===== config.mk =====
export PLATFORM = sky130hd
export DESIGN_NAME = wm_run_flat
export DESIGN_NICKNAME = d
export VERILOG_FILES = /design/src/rtl/wm_pkg.sv /design/src/rtl/wm_run_if.sv /design/src/rtl/wm_tick_gen.sv /design/src/rtl/wm_run.sv /design/src/flat_wrapper.sv
export SDC_FILE = /design/constraint.sdc
export NUM_CORES = 1
export LEC_CHECK = 0
export CORE_MARGIN = 5
export CORE_UTILIZATION = 39
export CTS_BUF_LIST = sky130_fd_sc_hd__clkbuf_8
export DETAILED_ROUTE_END_ITERATION = 6
export PLACE_DENSITY = 0.6
export SKIP_LAST_GASP = 1
export SYNTH_ARGS = -nofsm -noshare
export SYNTH_HDL_FRONTEND = slang
export SYNTH_HIERARCHICAL = 1
export SYNTH_SLANG_ARGS = --single-unit
export TNS_END_PERCENT = 20

===== constraint.sdc =====
create_clock -name clk -period 5 [get_ports clk]
set_input_delay 1 -clock clk [delete_from_list [all_inputs] [get_ports clk]]
set_output_delay 1 -clock clk [all_outputs]
set_load 0.02 [all_outputs]

===== src/rtl/wm_pkg.sv =====
// Shared types and constants for the wash-cycle sequencer: phase codes, water-height and
// hot/cold codes, latched-settings record and the default time-base parameters.
package wm_pkg;

   typedef enum logic [2:0] {
      PhIdle  = 3'd0,
      PhFill  = 3'd1,
      PhWash  = 3'd2,
      PhDrain = 3'd3,
      PhRinse = 3'd4,
      PhDry   = 3'd5,
      PhDone  = 3'd6
   } wm_phase_e;

   localparam logic [1:0] HeightLow  = 2'd0;
   localparam logic [1:0] HeightMid  = 2'd1;
   localparam logic [1:0] HeightHigh = 2'd2;

   localparam logic [1:0] HcBoth = 2'd0;
   localparam logic [1:0] HcCold = 2'd1;
   localparam logic [1:0] HcHot  = 2'd2;

   localparam int unsigned TickDivDefault  = 125_000_000;
   localparam int unsigned FillUnitDefault = 2;

   typedef struct packed {
      logic [7:0] wash_time;
      logic [7:0] rinse_time;
      logic [7:0] dry_time;
      logic [7:0] rinse_num;
      logic [1:0] height;
      logic [1:0] hot_cold;
   } wm_cfg_t;

   function automatic logic [1:0] norm_height(logic [1:0] h);
      return (h == 2'd3) ? HeightHigh : h;
   endfunction

   function automatic logic [1:0] norm_hot_cold(logic [1:0] hc);
      return (hc == 2'd3) ? HcBoth : hc;
   endfunction

endpackage


===== src/rtl/wm_run_if.sv =====
// Control, settings and status bundle of the wash-cycle sequencer.
interface wm_run_if;
   logic       start;
   logic       abort;
   logic       pause;
   logic [7:0] cfg_wash_time;
   logic [7:0] cfg_rinse_time;
   logic [7:0] cfg_dry_time;
   logic [7:0] cfg_rinse_num;
   logic [1:0] cfg_water_height;
   logic [1:0] cfg_hot_cold;
   logic       busy;
   logic       paused;
   logic       done;
   logic [2:0] phase;
   logic       led_wash;
   logic       led_rinse;
   logic       led_dry;
   logic       valve_hot;
   logic       valve_cold;
   logic       motor;
   logic       drain;
   logic [7:0] fnd_val;
   logic [7:0] rinse_left;

   modport master (
      output start, abort, pause, cfg_wash_time, cfg_rinse_time, cfg_dry_time, cfg_rinse_num,
             cfg_water_height, cfg_hot_cold,
      input  busy, paused, done, phase, led_wash, led_rinse, led_dry, valve_hot, valve_cold,
             motor, drain, fnd_val, rinse_left
   );

   modport slave (
      input  start, abort, pause, cfg_wash_time, cfg_rinse_time, cfg_dry_time, cfg_rinse_num,
             cfg_water_height, cfg_hot_cold,
      output busy, paused, done, phase, led_wash, led_rinse, led_dry, valve_hot, valve_cold,
             motor, drain, fnd_val, rinse_left
   );
endinterface


===== src/rtl/wm_tick_gen.sv =====
// Time-base prescaler: one-cycle tick every TICK_DIV enabled cycles, synchronous clear.
module wm_tick_gen #(
   parameter int unsigned TICK_DIV = 4
) (
   input  logic clk,
   input  logic rstn,
   input  logic clr,
   input  logic en,
   output logic tick
);

   localparam int unsigned CntW = (TICK_DIV > 1) ? $clog2(TICK_DIV) : 1;

   logic [CntW-1:0] cnt_q, cnt_d;
   logic            at_top;

   assign at_top = (cnt_q == CntW'(TICK_DIV - 1));
   // Not gated by clr: the tick that ends a phase is what triggers the clear.
   assign tick   = en && at_top;

   always_comb begin
      cnt_d = cnt_q;
      if (clr) begin
         cnt_d = '0;
      end else if (en) begin
         cnt_d = at_top ? '0 : cnt_q + CntW'(1);
      end
   end

   always_ff @(posedge clk or negedge rstn) begin
      if (!rstn) begin
         cnt_q <= '0;
      end else begin
         cnt_q <= cnt_d;
      end
   end

endmodule


===== src/rtl/wm_run.sv =====
// Wash-cycle sequencer: fill/wash/drain, repeated rinses, dry, done on a divided time base.
// Optional pause/resume is built when WM_PAUSE_EN is defined.
module wm_run
   import wm_pkg::*;
#(
   parameter int unsigned TICK_DIV  = TickDivDefault,
   parameter int unsigned FILL_UNIT = FillUnitDefault
) (
   input logic     clk,
   input logic     rstn,
   wm_run_if.slave bus
);

   localparam int unsigned MaxDur = (3 * FILL_UNIT > 255) ? 3 * FILL_UNIT : 255;
   localparam int unsigned RemW   = $clog2(MaxDur + 1);

   wm_phase_e       state_q, state_d, next_ph;
   wm_cfg_t         cfg_q, cfg_d, new_cfg, dur_cfg;
   logic [RemW-1:0] rem_q, rem_d;
   logic [7:0]      rinse_left_q, rinse_left_d, rl_dec;
   logic            rinse_stage_q, rinse_stage_d, next_rinse;
   logic            paused_q, paused_d;
   logic            busy, run, tick, clr, enter, advance;

   function automatic logic rinse_en(wm_cfg_t c);
      return (c.rinse_time != 8'd0) && (c.rinse_num != 8'd0);
   endfunction

   function automatic wm_phase_e tail_phase(wm_cfg_t c);
      return (c.dry_time != 8'd0) ? PhDry : PhDone;
   endfunction

   function automatic logic [RemW-1:0] phase_dur(wm_phase_e ph, wm_cfg_t c);
      logic [RemW-1:0] d;
      d = '0;
      case (ph)
         PhFill, PhDrain: d = RemW'((32'(c.height) + 32'd1) * FILL_UNIT);
         PhWash:          d = RemW'(c.wash_time);
         PhRinse:         d = RemW'(c.rinse_time);
         PhDry:           d = RemW'(c.dry_time);
         default:         d = '0;
      endcase
      return d;
   endfunction

   assign busy = (state_q != PhIdle);
   assign run  = !paused_q;

   wm_tick_gen #(
      .TICK_DIV(TICK_DIV)
   ) u_tick_gen (
      .clk (clk),
      .rstn(rstn),
      .clr (clr),
      .en  (busy && run),
      .tick(tick)
   );

   always_comb begin
      new_cfg = '{wash_time:  bus.cfg_wash_time,
                  rinse_time: bus.cfg_rinse_time,
                  dry_time:   bus.cfg_dry_time,
                  rinse_num:  bus.cfg_rinse_num,
                  height:     norm_height(bus.cfg_water_height),
                  hot_cold:   norm_hot_cold(bus.cfg_hot_cold)};
      dur_cfg       = (state_q == PhIdle) ? new_cfg : cfg_q;
      state_d       = state_q;
      cfg_d         = cfg_q;
      rem_d         = rem_q;
      rinse_left_d  = rinse_left_q;
      rinse_stage_d = rinse_stage_q;
      next_ph       = PhIdle;
      next_rinse    = 1'b0;
      enter         = 1'b0;
      clr           = 1'b0;
      advance       = tick && (rem_q == RemW'(1));
      rl_dec        = rinse_left_q - 8'd1;

      unique case (state_q)
         PhIdle: begin
            if (bus.start) begin
               cfg_d        = new_cfg;
               rinse_left_d = bus.cfg_rinse_num;
               enter        = 1'b1;
               if (new_cfg.wash_time != 8'd0) begin
                  next_ph = PhFill;
               end else if (rinse_en(new_cfg)) begin
                  next_ph    = PhFill;
                  next_rinse = 1'b1;
               end else begin
                  next_ph = tail_phase(new_cfg);
               end
            end
         end
         PhFill: begin
            enter      = advance;
            next_ph    = rinse_stage_q ? PhRinse : PhWash;
            next_rinse = rinse_stage_q;
         end
         PhWash, PhRinse: begin
            enter      = advance;
            next_ph    = PhDrain;
            next_rinse = rinse_stage_q;
         end
         PhDrain: begin
            enter = advance;
            // Leaving a rinse drain consumes one repetition before deciding what follows.
            if (rinse_stage_q) begin
               if (advance) rinse_left_d = rl_dec;
               next_rinse = (rl_dec != 8'd0);
            end else begin
               next_rinse = rinse_en(cfg_q);
            end
            next_ph = next_rinse ? PhFill : tail_phase(cfg_q);
         end
         PhDry: begin
            enter   = advance;
            next_ph = PhDone;
         end
         PhDone: begin
            state_d = PhIdle;
         end
         default: begin
            state_d = PhIdle;
         end
      endcase

      if (enter) begin
         state_d       = next_ph;
         rinse_stage_d = next_rinse;
         rem_d         = phase_dur(next_ph, dur_cfg);
         clr           = 1'b1;
      end else if (tick && (rem_q != '0)) begin
         rem_d = rem_q - RemW'(1);
      end

      if (bus.abort) begin
         state_d       = PhIdle;
         cfg_d         = '0;
         rem_d         = '0;
         rinse_left_d  = '0;
         rinse_stage_d = 1'b0;
         clr           = 1'b1;
      end

`ifdef WM_PAUSE_EN
      paused_d = paused_q;
      if (bus.pause && busy) paused_d = !paused_q;
      if (bus.abort || (state_d == PhIdle)) paused_d = 1'b0;
`else
      paused_d = 1'b0;
`endif
   end

`ifndef WM_PAUSE_EN
   logic unused_pause;
   assign unused_pause = bus.pause;
`endif

   always_ff @(posedge clk or negedge rstn) begin
      if (!rstn) begin
         state_q       <= PhIdle;
         cfg_q         <= '0;
         rem_q         <= '0;
         rinse_left_q  <= '0;
         rinse_stage_q <= 1'b0;
         paused_q      <= 1'b0;
      end else begin
         state_q       <= state_d;
         cfg_q         <= cfg_d;
         rem_q         <= rem_d;
         rinse_left_q  <= rinse_left_d;
         rinse_stage_q <= rinse_stage_d;
         paused_q      <= paused_d;
      end
   end

   // Actuators are forced off while paused; indicators keep showing where the run stopped.
   assign bus.busy       = busy;
   assign bus.paused     = paused_q;
   assign bus.done       = (state_q == PhDone);
   assign bus.phase      = state_q;
   assign bus.led_wash   = !rinse_stage_q && (state_q inside {PhFill, PhWash, PhDrain});
   assign bus.led_rinse  = rinse_stage_q && (state_q inside {PhFill, PhRinse, PhDrain});
   assign bus.led_dry    = (state_q == PhDry);
   assign bus.valve_hot  = run && (state_q == PhFill) && !rinse_stage_q &&
                           (cfg_q.hot_cold != HcCold);
   assign bus.valve_cold = run && (state_q == PhFill) &&
                           (rinse_stage_q || (cfg_q.hot_cold != HcHot));
   assign bus.motor      = run && (state_q inside {PhWash, PhRinse, PhDry});
   assign bus.drain      = run && (state_q inside {PhDrain, PhDry});
   assign bus.fnd_val    = 8'(rem_q);
   assign bus.rinse_left = rinse_left_q;

endmodule

===== src/flat_wrapper.sv =====
// flat-port wrapper written by rule: the top's interface ports become plain ports
module wm_run_flat import wm_pkg::*;
#(
   parameter int unsigned TICK_DIV  = TickDivDefault,
   parameter int unsigned FILL_UNIT = FillUnitDefault
)
  (clk, rstn, bus_start, bus_abort, bus_pause, bus_cfg_wash_time, bus_cfg_rinse_time, bus_cfg_dry_time, bus_cfg_rinse_num, bus_cfg_water_height, bus_cfg_hot_cold, bus_busy, bus_paused, bus_done, bus_phase, bus_led_wash, bus_led_rinse, bus_led_dry, bus_valve_hot, bus_valve_cold, bus_motor, bus_drain, bus_fnd_val, bus_rinse_left);
  wm_run_if bus_i ();
  input logic clk;
  input logic rstn;
  input wire logic [$bits(bus_i.start)-1:0] bus_start;
  input wire logic [$bits(bus_i.abort)-1:0] bus_abort;
  input wire logic [$bits(bus_i.pause)-1:0] bus_pause;
  input wire logic [$bits(bus_i.cfg_wash_time)-1:0] bus_cfg_wash_time;
  input wire logic [$bits(bus_i.cfg_rinse_time)-1:0] bus_cfg_rinse_time;
  input wire logic [$bits(bus_i.cfg_dry_time)-1:0] bus_cfg_dry_time;
  input wire logic [$bits(bus_i.cfg_rinse_num)-1:0] bus_cfg_rinse_num;
  input wire logic [$bits(bus_i.cfg_water_height)-1:0] bus_cfg_water_height;
  input wire logic [$bits(bus_i.cfg_hot_cold)-1:0] bus_cfg_hot_cold;
  output wire logic [$bits(bus_i.busy)-1:0] bus_busy;
  output wire logic [$bits(bus_i.paused)-1:0] bus_paused;
  output wire logic [$bits(bus_i.done)-1:0] bus_done;
  output wire logic [$bits(bus_i.phase)-1:0] bus_phase;
  output wire logic [$bits(bus_i.led_wash)-1:0] bus_led_wash;
  output wire logic [$bits(bus_i.led_rinse)-1:0] bus_led_rinse;
  output wire logic [$bits(bus_i.led_dry)-1:0] bus_led_dry;
  output wire logic [$bits(bus_i.valve_hot)-1:0] bus_valve_hot;
  output wire logic [$bits(bus_i.valve_cold)-1:0] bus_valve_cold;
  output wire logic [$bits(bus_i.motor)-1:0] bus_motor;
  output wire logic [$bits(bus_i.drain)-1:0] bus_drain;
  output wire logic [$bits(bus_i.fnd_val)-1:0] bus_fnd_val;
  output wire logic [$bits(bus_i.rinse_left)-1:0] bus_rinse_left;
  assign bus_i.start = bus_start;
  assign bus_i.abort = bus_abort;
  assign bus_i.pause = bus_pause;
  assign bus_i.cfg_wash_time = bus_cfg_wash_time;
  assign bus_i.cfg_rinse_time = bus_cfg_rinse_time;
  assign bus_i.cfg_dry_time = bus_cfg_dry_time;
  assign bus_i.cfg_rinse_num = bus_cfg_rinse_num;
  assign bus_i.cfg_water_height = bus_cfg_water_height;
  assign bus_i.cfg_hot_cold = bus_cfg_hot_cold;
  assign bus_busy = bus_i.busy;
  assign bus_paused = bus_i.paused;
  assign bus_done = bus_i.done;
  assign bus_phase = bus_i.phase;
  assign bus_led_wash = bus_i.led_wash;
  assign bus_led_rinse = bus_i.led_rinse;
  assign bus_led_dry = bus_i.led_dry;
  assign bus_valve_hot = bus_i.valve_hot;
  assign bus_valve_cold = bus_i.valve_cold;
  assign bus_motor = bus_i.motor;
  assign bus_drain = bus_i.drain;
  assign bus_fnd_val = bus_i.fnd_val;
  assign bus_rinse_left = bus_i.rinse_left;
  wm_run #(.TICK_DIV(TICK_DIV), .FILL_UNIT(FILL_UNIT)) u_core (.clk(clk), .rstn(rstn), .bus(bus_i));
endmodule

Word level (Yosys, flattened, before mapping) --
Cells that the tools add are included.
Word-level totals: register bits 83, bits of input ports 41, output and inout port bits 29
Cells by class: add/sub/neg operators 4, eq/ne operators 22, mux-type cells 41, reductions and logical operators 41
Operators with widths (count):
- $mux 36 | 4
- $mux 27 | 3
- $reduce_bool 8->1 | 9
- $mux 8 | 7
- $pmux 8 s4 | 1
- $add 27x1->27 const B | 1
- $eq 27x27->1 const B | 1
- $mux 3 | 8
- $reduce_bool 3->1 | 6
- $pmux 8 s2 | 1
- $sub 8x1->8 const B | 2
- $eq 3x3->1 const B | 5
- $pmux 3 s5 | 1
- $eq 3x2->1 const B | 4
- $logic_and 1x1->1 | 10
- $mux 1 | 10
- $reduce_bool 2->1 | 5
- $eq 8x1->1 const B | 1
- $mux 2 | 4
- $eq 3x1->1 const B | 2
- $ne 3x2->1 const B | 2
- $reduce_or 6->1 | 1
- $reduce_or 5->1 | 1
- $eq 2x2->1 const B | 2
- 14 further kinds | 17

Depth between registers and ports, before layout --
depth in word-level cells 11, gate-level depth with buffers 19, mapped depth without buffers 15

Modules after synthesis --
Netlist, hierarchy kept.
By module, submodules not included:
- wm_run | instances 1, cells each 403, area an instance 3399.5 µm², seq. area each 1401.3 µm²
- wm_tick_gen | instances 1, cells each 181, area an instance 1630.3 µm², seq. area each 675.6 µm²

Least setup slack after synthesis --
No wires, ideal clock.
path kind reg-to-reg, from register u_core.state_q[1] (netlist: u_core/bus.phase[1]), to register u_core.u_tick_gen.cnt_q[15], library setup time 0.122 ns, data arrival time 4.457 ns, slack 0.421 ns, stages on the path, launching flop included 20, buffers on the path 5, path through dfrtp_1 buf_2 nor3_1 clkbuf_1 inv_1 clkbuf_1 inv_1 clkbuf_1 nor2_1 and4_1 a22oi_1 nor2_1 a21oi_1 clkbuf_1 nand2b_1 o2111ai_1 nor3_1 nand4_1 xor2_1 nor2_1
On the way: longest elaborated chain between the ends 7, elaborated cells between the ends (all ways) 15
Ends and longest elaborated chain:
- from (decl) | RTL line wm_run.sv:17 | wm_phase_e state_q, state_d, next_ph;
- from (signal assigned) | RTL line wm_run.sv:162 | state_q <= PhIdle;
- from (signal assigned) | RTL line wm_run.sv:169 | state_q <= state_d;
- $reduce_bool 3->1 (*) | RTL line wm_run.sv:46 | assign busy = (state_q != PhIdle);
- via bus_busy | RTL line flat_wrapper.sv:20 | output wire logic [$bits(bus_i.busy)-1:0] bus_busy;
- $logic_and 1x1->1 (*) | RTL line wm_tick_gen.sv:19 | assign tick = en && at_top;
- via u_core.tick | RTL line wm_run.sv:23 | logic busy, run, tick, clr, enter, advance;
- $logic_and 1x1->1 (*) | RTL line wm_run.sv:76 | advance = tick && (rem_q == RemW'(1));
- $pmux 1 s2 (*) | RTL line wm_run.sv:79 | unique case (state_q)
- $mux 1 (*) | RTL line wm_run.sv:128 | if (enter) begin
- $mux 1 (*) | RTL line wm_run.sv:137 | if (bus.abort) begin
- via u_core.clr | RTL line wm_run.sv:23
- $mux 27 / $reduce_bool 2->1 (equally long branches)
- to (signal assigned) | RTL line wm_tick_gen.sv:34 | cnt_q <= cnt_d;
- to (decl) | RTL line wm_tick_gen.sv:14 | logic [CntW-1:0] cnt_q, cnt_d;
The timed path passes the listed nets; every way through them passes the cells marked *. A chain may end at the register's enable or synchronous reset.

Worst setup path in the final report --
from register u_core.u_tick_gen.cnt_q[0], to register u_core.u_tick_gen.cnt_q[15]
On the way: longest elaborated chain between the ends 7, elaborated cells between the ends (all ways) 11
Ends and longest elaborated chain:
- $eq 27x27->1 (*) | RTL line wm_tick_gen.sv:17 | assign at_top = (cnt_q == CntW'(TICK_DIV - 1));
- $logic_and 1x1->1 (*) | RTL line wm_tick_gen.sv:19
- via u_core.tick | RTL line wm_run.sv:23
- $logic_and 1x1->1 (*) | RTL line wm_run.sv:76
- $pmux 1 s2 (*) | RTL line wm_run.sv:79
- $mux 1 (*) | RTL line wm_run.sv:128
- $mux 1 (*) | RTL line wm_run.sv:137
- via u_core.clr | RTL line wm_run.sv:23
- $mux 27 / $reduce_bool 2->1 (equally long branches)
The timed path passes the listed nets; every way through them passes the cells marked *. The select of a mux whose other input is x is not followed.

==> out/qor.txt <==
Detailed placement HPWL: 9.81 mm
Synth warn: 6
Slowest-stage cell, CP: or4b_4
Die Wd: 124 um
Sequential area share after synthesis: 41.3%
Vias in the first global route: 4,457
Port buffer count: 67
Min cycle time layout: 4.14 ns
Clock slew at reported path FFs: 0.09 ns
# diodes: 0
Post-route ant nets: 0
Fillers: 1,279
Post-DP Area: 0.00584 mm^2
Kind of critical path: reg -> reg
Layout area overhead: 19.9%
CP dominant cell by count: nor2_1
Synth top area cells: dfrtp_1 41%, nand2_1 8.4%, a21oi_1 5.5%
Crit start category: flop
Area of the multi-input gates: 0.00276 mm^2
Critical path endpoint category: flop
P_leak: 0.00236 uW
Worst-path cell chain: ha_1 -> nand2_1 -> or2_2 -> or4b_4 -> nor2_1 -> and4_1 -> a22oi_1 -> nor2_1 -> a21oi_2 -> nand2b_1 -> buf_4 -> o2111ai_1 -> nor3_1 -> nand4_1 -> xor2_1 -> nor2_1
Buf/Inv on CP: 1
Largest area contributor in the netlist: dfrtp_1
Netlist cell types: 67
Dpl cells: 802
Routed wire length: 13.7 mm
Final Cycle Share: 82.8%
Design area: 0.00603 mm^2
TritonCTS buffer count: 9
Max Slew Vio Count: 0
Non-Filler Instances: 817
Grt ovf: 0
CP max stage delay: 0.55 ns
Pre-Repair DR Iteration Count: 5
Kind of cell adding the most delay to the critical path: simple AND/OR/NAND/NOR gates
Setup Viol. Count Final: 0
Root buffer cell: clkbuf_8
Fmax: 242 MHz
Post-cts gate resize count: 0
Largest net degree at the start of global routing: 58
Dominant synthesized flop cell: dfrtp_1
Total GRT Usage: 19.1%
Synth top area share: 41.3%
Outcome: finished clean
Fin Setup TNS: 0 ns
Number of nets in the layout: 688
CTS Hold Bufs: 0
Remaining DRCs: 0
Post-synthesis instance area: 0.00503 mm^2
Fin Hold WS: 0.527 ns
Worst slew margin: 28.9%
GPL Wtd Cong: 0.885
Clk_lat worst skew: 0.37 ns
Starting DRT DRC Count: 317
Clock skew: 0.0107 ns
Core ar.: 0.0126 mm^2
IO Count: 70
Req. time, crit path: 5.25 ns
Measured slew at the worst slew-check pin: 1.07 ns
Initial antenna violation count: 0
Clk sinks: 83
CP max FO: 17
Synthesized area per cell: 8.61 um^2
Overall Power: 2350 uW
Depth of the CTS H-tree: 3
Hold Vio Cnt, Final: 0
VDD IR max: 0.000182 V
Min-delay worst type: reg -> reg
Synthesized instance count: 584
Via count: 4,613
Clock tree from TritonCTS: built
RSZ-0062 raised after global routing: no
Cell Rows: 41
Ratio of cells with drive above 1 in the final layout: 7.13%
Synthesized Nets: 631
First-pass GRT wire length: 22.8 mm
Max Cap Viol: 0
Setup bufs post-CTS: 0
DR WL/cell: 16.7 um
Power Density: 389 mW/mm^2
Die height: 124 um
Drt via density: 5.65
Worst Path Arrival: 4.38 ns
Sequential cell area: 0.00208 mm^2
Ys async rst share: 100%
Clock buffer depth: 2
Number of synthesized register bits: 83
Number of synthesized flops with an enable pin: 0
Initial Util: 39.9%
Die area: 0.0153 mm^2
## cells in the mapped netlist (15+ instances only)
cell	count
nand4_1	15
clkbuf_1	23
dfrtp_1	83
xor2_1	15
nand2_1	113
a21oi_1	55
nor4_1	20
nor3_1	15
nor2_1	59
nand3_1	17
o21ai_0	16
inv_1	15
## final cells by class
| cell class | count | share of cell area [%] |
|---|---|---|
| Clock inverter | 4 | 0.705 |
| Clock buffer | 11 | 2.51 |
| Multi-Input combinational cell | 456 | 45.7 |
| Tap cell | 172 | 3.57 |
| Timing Repair Buffer | 76 | 12.1 |
| Sequential cell | 83 | 34.4 |
| Inverter | 15 | 0.933 |
## worst min-delay path: stages (launching register included)
cell and delay [ns]:
dfrtp_1 0.38, nand2_1 0.06, a21oi_1 0.05
## placed cells by master, fill, tap and decap left out, types with 3 or more instances in the layout
cell / netlist / final
nand2_1: 113 / 113
dfrtp_1: 83 / 83
clkdlybuf4s50_1: 0 / 65
nor2_1: 59 / 59
a21oi_1: 55 / 54
nor4_1: 20 / 20
inv_1: 15 / 17
nand3_1: 17 / 17
o21ai_0: 16 / 16
nor3_1: 15 / 15
xor2_1: 15 / 15
nand4_1: 15 / 15
clkbuf_8: 0 / 11
a211oi_1: 11 / 11
buf_4: 1 / 10
a221oi_1: 10 / 10
nand2b_1: 9 / 9
xnor2_1: 8 / 8
nand3b_1: 6 / 6
ha_1: 6 / 6
a22oi_1: 5 / 5
mux4_1: 5 / 5
a31oi_1: 4 / 4
nor4_2: 4 / 4
nor2b_1: 4 / 4
o21ai_1: 3 / 3
and3_1: 3 / 3
a32o_1: 3 / 3
a21o_1: 3 / 3
or3_1: 3 / 3
## through the flow
step / setup slack, ns / utilization [%]
2_1_floorplan: 0.421 / -
3_3_place_gp: 0.974 / 46.3
3_5_place_dp: 0.918 / 46.3
4_1_cts: 0.886 / 47.8
5_1_grt: 0.529 / 47.8
6_report: 0.862 / 47.8
## cell families after synthesis
kind of cell	share of synthesized area, %
and+or+nand+nor	28.2
DFF	41.3
buffers and inverters	3.93
other	0.0746
adders and majority gates	1.49
muxes	4.13
xor gates and xnor gates	4.01
AOI/OAI and AO/OA	16.9
## flip-flops by register name, indices dropped and copies added, names as in the netlist
signal	count
u_core/bus.phase	3
u_core/bus.fnd_val	8
u_core/cfg_q	36
u_core/rinse_stage_q	1
u_core/bus.rinse_left	8
u_core/u_tick_gen/cnt_q	27
## power breakdown
group	total, uW	switching (uW)	internal, uW
clock	496	244	251
sequential	859	105	754
combinational	993	587	406
total	2350	936	1410
## metal layers
| metal | wire (um) | track usage, % | vias up |
|---|---|---|---|
| met2 | 6340 | 29.0 | 131 |
| met1 | 6520 | 27.7 | 2242 |
| met5 | 0 | 0 | - |
| li1 | - | - | 2227 |
| met4 | 177 | 6.23 | 0 |
| met3 | 635 | 3.29 | 13 |
## worst paths after layout
path,slack (ns),endpoint,depth (start not counted),from
worst max-delay path,0.86,u_core/u_tick_gen/cnt_q[15],16,u_core/u_tick_gen/cnt_q[0]
worst min-delay path,0.53,u_core/cfg_q[10],2,u_core/cfg_q[10]
worst max register to register,0.86,u_core/u_tick_gen/cnt_q[15],16,u_core/u_tick_gen/cnt_q[0]
worst min register to register,0.53,u_core/cfg_q[10],2,u_core/cfg_q[10]
max in group asynchronous,3.43,u_core/cfg_q[14],2,rstn
min in group asynchronous,0.64,u_core/u_tick_gen/cnt_q[17],1,rstn
Power figures use the tool's default switching activity.
